<file path="config.mk">
export PLATFORM = sky130hd
export DESIGN_NAME = dodge_engine
export DESIGN_NICKNAME = d
export VERILOG_FILES = /design/src/rtl/dodge_engine.sv
export SDC_FILE = /design/constraint.sdc
export NUM_CORES = 1
export LEC_CHECK = 0
export CAP_MARGIN = 40
export CORE_UTILIZATION = 40
export DETAILED_ROUTE_END_ITERATION = 10
export PLACE_DENSITY = 0.66
export SYNTH_ARGS = -nofsm -noshare
export SYNTH_HDL_FRONTEND = slang
export SYNTH_SLANG_ARGS = --single-unit
</file>
<file path="constraint.sdc">
create_clock -name clk -period 4.88 [get_ports clk]
set_input_delay 0.976 -clock clk [delete_from_list [all_inputs] [get_ports clk]]
set_output_delay 0.976 -clock clk [all_outputs]
set_load 0.01 [all_outputs]
</file>
<file path="src/rtl/dodge_engine.sv">
// Falling-obstacle dodge game core: player row at the bottom of a shifting obstacle field,
// with lives, score and a timed invulnerability window after each collision.
//
// state | meaning
// IDLE  | waiting for start after reset; all game state held
// RUN   | normal play; collisions counted, score counts ticks
// HIT   | invulnerable for HIT_TICKS ticks; no score, no collisions
// OVER  | lives exhausted; field/score/lives frozen, player hidden
module dodge_engine #(
  parameter int COLS      = 8,
  parameter int ROWS      = 8,
  parameter int LIVES     = 3,
  parameter int WRAP      = 1,
  parameter int HIT_TICKS = 4,
  parameter int SCORE_W   = 8
) (
  input  logic                 clk,
  input  logic                 reset,
  input  logic                 tick,
  input  logic                 left,
  input  logic                 right,
  input  logic                 start,
  input  logic [COLS-1:0]      obstacle_in,
  output logic [COLS-1:0]      player,
  output logic [ROWS*COLS-1:0] field,
  output logic                 coll,
  output logic [3:0]           lives,
  output logic [SCORE_W-1:0]   score,
  output logic [1:0]           state,
  output logic                 game_over
);

  localparam int CNT_W = $clog2(HIT_TICKS + 1);

  typedef enum logic [1:0] {
    S_IDLE = 2'd0,
    S_RUN  = 2'd1,
    S_HIT  = 2'd2,
    S_OVER = 2'd3
  } state_t;

  state_t              state_q, state_d;
  logic [COLS-1:0]     pos_q, pos_d;
  logic [ROWS*COLS-1:0] field_q, field_d;
  logic [SCORE_W-1:0]  score_q, score_d;
  logic [3:0]          lives_q, lives_d;
  logic                coll_q, coll_d;
  logic [CNT_W-1:0]    cnt_q, cnt_d;

  logic [COLS-1:0]      pos_left, pos_right, pos_moved;
  logic [ROWS*COLS-1:0] field_shift;
  logic                 overlap;

  // Edge behaviour: rotate when WRAP is set, otherwise hold at the edge.
  always_comb begin
    if (WRAP != 0) begin
      pos_left  = {pos_q[COLS-2:0], pos_q[COLS-1]};
      pos_right = {pos_q[0], pos_q[COLS-1:1]};
    end else begin
      pos_left  = pos_q[COLS-1] ? pos_q : {pos_q[COLS-2:0], 1'b0};
      pos_right = pos_q[0]      ? pos_q : {1'b0, pos_q[COLS-1:1]};
    end
  end

  assign pos_moved   = (left && !right) ? pos_left :
                       (right && !left) ? pos_right : pos_q;
  assign field_shift = {field_q[(ROWS-1)*COLS-1:0], obstacle_in};
  assign overlap     = |(pos_q & field_q[(ROWS-1)*COLS +: COLS]);

  always_comb begin
    state_d = state_q;
    pos_d   = pos_q;
    field_d = field_q;
    score_d = score_q;
    lives_d = lives_q;
    coll_d  = 1'b0;
    cnt_d   = cnt_q;
    case (state_q)
      S_IDLE: begin
        if (start) state_d = S_RUN;
      end
      S_RUN: begin
        // A collision swallows the move and tick of the same cycle.
        if (overlap) begin
          coll_d  = 1'b1;
          lives_d = lives_q - 4'd1;
          cnt_d   = CNT_W'(HIT_TICKS);
          state_d = (lives_q == 4'd1) ? S_OVER : S_HIT;
        end else begin
          pos_d = pos_moved;
          if (tick) begin
            field_d = field_shift;
            if (score_q != {SCORE_W{1'b1}}) score_d = score_q + SCORE_W'(1);
          end
        end
      end
      S_HIT: begin
        pos_d = pos_moved;
        if (tick) begin
          field_d = field_shift;
          cnt_d   = cnt_q - CNT_W'(1);
          if (cnt_q == CNT_W'(1)) state_d = S_RUN;
        end
      end
      S_OVER: begin
        if (start) begin
          pos_d   = COLS'(1);
          field_d = '0;
          score_d = '0;
          lives_d = 4'(LIVES);
          cnt_d   = '0;
          state_d = S_RUN;
        end
      end
      default: state_d = S_IDLE;
    endcase
  end

  always_ff @(posedge clk or posedge reset) begin
    if (reset) begin
      state_q <= S_IDLE;
      pos_q   <= COLS'(1);
      field_q <= '0;
      score_q <= '0;
      lives_q <= 4'(LIVES);
      coll_q  <= 1'b0;
      cnt_q   <= '0;
    end else begin
      state_q <= state_d;
      pos_q   <= pos_d;
      field_q <= field_d;
      score_q <= score_d;
      lives_q <= lives_d;
      coll_q  <= coll_d;
      cnt_q   <= cnt_d;
    end
  end

  assign player    = (state_q == S_OVER) ? '0 : pos_q;
  assign field     = field_q;
  assign coll      = coll_q;
  assign lives     = lives_q;
  assign score     = score_q;
  assign state     = state_q;
  assign game_over = (state_q == S_OVER);

endmodule

</file>
==> metrics.txt, run 1 <==
global router's overall resource usage=20.4%; first-pass detailed-route iteration total=4; post-CTS setup buffers=0; r2r startpoint=state[0]; Area Growth Syn to Fin=30.3%; CTS clk-pin slew, worst paths=0.09 ns; Setup crit start kind=flop; n_diodes=0; core area=10800 um^2; Max clock buf depth=2; aggregate negative setup slack=0 ns; share of flip-flops with an asynchronous set or reset=100%; Residual DRC=0; IO Count=102; sequential cell area=2260 um^2; DP Area=5510 um^2; Worst path top cell family by delay=buffers and inverters; register area share after synthesis=51.1%; Chip Width=107 um; Die Ht=107 um; crit-path max FO=74; final setup fails=0; post-route ant nets=0; arrival time worst endpoint=2.29 ns; Placer Congestion=0.775; CP max stage delay=0.58 ns; Clock Latency Late Sink=0.37 ns; worst path required time=3.90 ns; first-pass GRT wire length=18400 um; CP max-delay cell=buf_4; HP Class=flop to flop; max-slew violation count=0; Register-to-Register Setup Slack=2.31 ns; max-cap viol count=0; iteration-0 DRC count of the detailed router=169; antenna violations before repair=0; HP Start=cnt_q[2]; DIE AREA=11500 um^2; fraction of layout cells with a size suffix above 1=10.6%; Synth Instances=406; Top FF cell, synth=dfrtp_1; TritonCTS clock tree=done; worst reg-to-reg path cell count=6; number of global-route vias before repair=3551; Final Cell Area=5760 um^2; cell leakage power=2.45 nW; Tcrit/Tclk final=66.9%; post-synthesis cell area=4420 um^2; Clock Tree Root=clkbuf_8; largest net degree at the start of global routing=75; H-tree depth=3; fillcell total=943; Hold Path End=cnt_q[2]; synthesis warning total=0; #FFs+latches synth=90; HPWL after DPL=7150 um; crit path time final=3.27 ns; Hold Path Depth=1; worst path cell trace=ha_2 > buf_4 > nor2b_1 > clkdlybuf4s50_1; Initial Utilization=40.9%; Fin Clk Skew=0.0153 ns; post-CTS sizing=0; GRT overflow=0; placed insts=615; Max VDD drop=0.452 mV; CTS Buf Count=9; Via Count=3723; Unique masters post-synth=50; outcome=completed; cts hold-fix bufs=0; Final Util=53.3%; Pwr Density=684 nW/um^2; RSZ-0062 raised after global routing=no; Worst Tran Pin Value=0.818 ns; EDFF count, synth=0; Critical R2R Capture=score[7]; post-DR vias/cell=5.90; CTS sink count=90; Slew Limit Headroom=45.4%; final cell count without fillers=631; CP bufs+invs=2; Final Hold Viols=0; synthesized net count=430; Avg Cell Area, Syn=10.9 um^2; max frequency=306 MHz; crit path kind=flop to primary output; WL/cell=17.9 um; NumNets Final=510; multi-input logic area=1940 um^2; Site Rows=38; Post-Route WL=11300 um; Critical Path End Type=primary output; Buffers on Ports=101; Hold WS=0.531 ns
## logic make-up after synthesis
family | synth area share [%]
AO/OA/AOI/OAI | 24.3
adder cells (fa/ha/maj) | 2.83
flip-flops | 51.1
buffers and inverters | 5.24
AND/OR/NAND/NOR | 13.1
multiplexers | 3.46
## cells in the final DEF, fill, tap and decap left out, types with 2 or more instances in the layout
cell,n
a211o_1,2
a21boi_0,2
nand3b_1,2
nor2_1,6
a221o_1,2
a22o_1,27
a22oi_2,4
ha_1,9
nor2b_1,14
bufinv_16,3
or3_1,4
nor3b_1,2
nor3_1,2
clkbuf_8,9
nand3_1,2
nor4_1,2
dfstp_2,3
o22a_1,7
o211ai_1,3
mux2i_1,4
o41ai_1,3
o21ai_0,46
nand2b_1,4
inv_1,9
dfrtp_1,87
and3_1,3
nand2_1,5
mux2_2,10
inv_6,2
buf_4,7
clkdlybuf4s50_1,101
buf_8,2
nand4_1,39
a21o_1,2
nor2_2,2
a31oi_1,2
o31ai_1,38
## sequential cells by signal, indices dropped and copies added (netlist names)
signal and count:
pos_q 8, cnt_q 3, field 64, coll 1
lives 4, score 8, state 2
## through the flow
stage               setup WS (ns)  power [mW]
floorplan                    1.57        2.48
global placement             1.47        3.24
detailed placement           1.74        3.32
CTS                          1.62        3.96
global route                 1.47        4.20
finish                       1.61        3.94
## synth_stat cells (3+ instances only)
| master | instances | area [um^2] |
|---|---|---|
| mux2i_1 | 4 | 40.0 |
| o21ai_0 | 46 | 230 |
| buf_2 | 3 | 15.0 |
| and3_1 | 3 | 18.8 |
| nor2_1 | 8 | 30.0 |
| inv_1 | 10 | 37.5 |
| buf_6 | 4 | 45.0 |
| clkbuf_1 | 33 | 124 |
| dfrtp_1 | 87 | 2180 |
| o22a_1 | 7 | 61.3 |
| dfstp_2 | 3 | 78.8 |
| nand2_1 | 5 | 18.8 |
| a22oi_2 | 4 | 50.1 |
| a22o_1 | 27 | 236 |
| o41ai_1 | 3 | 26.3 |
| ha_1 | 10 | 125 |
| o31ai_1 | 38 | 285 |
| mux2_2 | 10 | 113 |
| o211ai_1 | 3 | 22.5 |
| nand2b_1 | 4 | 25.0 |
| nor2b_1 | 14 | 87.6 |
| nand4_1 | 39 | 244 |
| or3_1 | 4 | 25.0 |
## how the worst max path moves through the flow
stage              from        end  slack, ns  cells past startpoint
2_1_floorplan     reset   cnt_q[0]       1.57                      1
4_1_cts        state[0]  player[0]       1.62                      4
3_5_place_dp      start  field[13]       1.74                      6
3_3_place_gp      start  field[16]       1.47                      5
5_1_grt        state[1]  player[4]       1.47                      4
6_report       state[0]  player[0]       1.61                      4
## power by group
part           total [mW]  switching, mW  internal [mW]
Sequential           1.33          0.292           1.04
Clock               0.629          0.285          0.345
Combinational        1.98           1.03          0.953
Total                3.94           1.60           2.33
## area by class of cell
class,count,share of cell area [%]
Timing Repair Buffer,110,19.0
Clock buffer,9,2.15
Sequential cell,90,39.2
Multi-Input combinational cell,264,33.7
Clock inverter,7,2.15
Inverter,11,0.783
Tap cell,140,3.04
## routing by layer
metal | share of wire (%) | routed length (um) | track usage [%]
met5 | 0 | 0 | 0
met4 | 1.3 | 149 | 6.75
met3 | 6.3 | 717 | 4.01
met2 | 46 | 5200 | 30.6
met1 | 46 | 5250 | 29.3
Power figures use the tool's default switching activity.
==> inputs of run 2 (changes only) <==
Clock period 4.88 ns to 3.4 ns, I/O delays scaled along.
==> run 2 against run 1 <==
Clock skew fell by 0.0044 ns. Routed wire length is 2.0% lower. Cell count increased by 0.48%. Worst hold slack got worse by 0.012 ns. Global-route usage is 0.18 points lower. Via count fell by 1.1%. Power rose by 42%. Register-to-register slack worse by 1.4 ns. Utilization up 0.15 points. Combinational power up 44%. Critical path depth is 1 lower. Non-clock buffer count rose by 3. Critical path type unchanged. Largest cell class unchanged. Largest power group unchanged.
==> metrics.txt, run 2 (same netlist as run 1, synthesis figures left out) <==
Initial Utilization=40.9%; Site Rows=38; core area=10800 um^2; Hold WS=0.520 ns; Critical Path End Type=primary output; NumNets Final=513; number of flip-flops in the largest register=64; CTS Buf Count=9; worst path cell trace=ha_2 > nor2b_1 > clkdlybuf4s50_1; H-tree depth=3; commonest cells after routing, fill and taps aside=clkdlybuf4s50_1, dfrtp_1, o21ai_0, nand4_1, o31ai_1; largest net degree at the start of global routing=46; Via Count=3683; max-cap viol count=0; WL/cell=17.5 um; fraction of layout cells with a size suffix above 1=11.1%; GRT overflow=0; Post-Route WL=11100 um; Max VDD drop=0.400 mV; RSZ-0062 raised after global routing=no; n_diodes=0; first-pass detailed-route iteration total=4; CP max-delay cell=ha_2; Fin Clk Skew=0.0109 ns; post-route ant nets=0; commonest non-fill, non-tap cell in the layout=clkdlybuf4s50_1; number of global-route vias before repair=3471; Residual DRC=0; HP Class=flop to flop; post-CTS setup buffers=0; HPWL after DPL=7190 um; Area Growth Syn to Fin=30.6%; Worst Tran Pin Value=0.697 ns; crit-path max FO=35; Clock Tree Root=clkbuf_8; aggregate negative setup slack=0 ns; iteration-0 DRC count of the detailed router=206; post-DR vias/cell=5.81; Chip Width=107 um; Setup crit start kind=flop; Slew Limit Headroom=53.5%; TritonCTS clock tree=done; Pwr Density=971 nW/um^2; arrival time worst endpoint=2.08 ns; max-slew violation count=0; crit path kind=flop to primary output; CP max stage delay=0.62 ns; post-CTS sizing=0; global router's overall resource usage=20.2%; Die Ht=107 um; crit path time final=2.76 ns; first-pass GRT wire length=18400 um; Clock Latency Late Sink=0.36 ns; DIE AREA=11500 um^2; overall power=5.60 mW; worst path required time=2.72 ns; Placer Congestion=0.791; cts hold-fix bufs=0; IO Count=102; Tcrit/Tclk final=81.3%; Max clock buf depth=2; final setup fails=0; antenna violations before repair=0; max frequency=362 MHz; CTS clk-pin slew, worst paths=0.08 ns; cell leakage power=2.46 nW; Final Hold Viols=0; outcome=completed; CTS sink count=90; fillcell total=965; Buffers on Ports=101
run 2: cell types whose count changed in the layout (fill, tap and decap cells not counted), sizes merged:
| cell | before | now |
|---|---|---|
| buf | 9 | 12 |
| clkbuf | 9 | 11 |
| bufinv | 3 | 2 |
| inv | 12 | 11 |
run 2: area by class of cell:
| class | instances | area (um^2) | area share (%) |
|---|---|---|---|
| sequential | 90 | 2260 | 39.1 |
| multi-input combinational | 264 | 1940 | 33.6 |
| timing repair buffer | 113 | 1120 | 19.4 |
| tap | 140 | 175 | 3.03 |
| clock buffer | 11 | 151 | 2.62 |
| clock inverter | 5 | 85.1 | 1.47 |
| inverter | 11 | 45.0 | 0.780 |
run 2: where the power goes:
part	leakage [nW]	internal, mW	total (mW)	switching, mW
registers	1.18	1.49	1.91	0.418
logic	1.17	1.39	2.85	1.47
clock network	0.116	0.458	0.847	0.388
total	2.46	3.33	5.60	2.27
run 2: through the flow:
stage	std cells	utilization [%]	instance area, um^2	setup WS [ns]
2_1_floorplan	406	-	4420	0.390
3_3_place_gp	617	51.1	5520	0.660
3_5_place_dp	618	51.3	5540	0.823
4_1_cts	634	53.5	5770	0.611
5_1_grt	634	53.5	5770	0.497
6_report	634	53.5	5770	0.636
run 2: worst max-delay path, delay by kind of cell (launching register included):
family,cells,cell delay (ns)
simple gates,1,0.15
buf+inv,1,0.52
flops,1,0.44
fa+ha+maj,1,0.62
run 2: worst paths after layout:
check                      depth (start not counted)     start  slack, ns   endpoint
hold / removal                                     1  cnt_q[2]       0.52   cnt_q[2]
max in group asynchronous                          3     reset       1.99   pos_q[0]
min in group asynchronous                          2     reset       0.71       coll
hold reg to reg                                    1  cnt_q[2]       0.52   cnt_q[2]
setup / recovery                                   3  state[0]       0.64  player[3]
setup reg to reg                                   6  state[0]       0.88   field[2]
run 2: layer usage:
| layer | up-vias | GRT usage [%] | part of all wire, % |
|---|---|---|---|
| met5 | - | 0 | 0 |
| met4 | 0 | 5.68 | 0.61 |
| met1 | 1843 | 29.9 | 48 |
| met2 | 88 | 29.8 | 47 |
| met3 | 5 | 4.13 | 5.0 |
| li1 | 1747 | - | - |
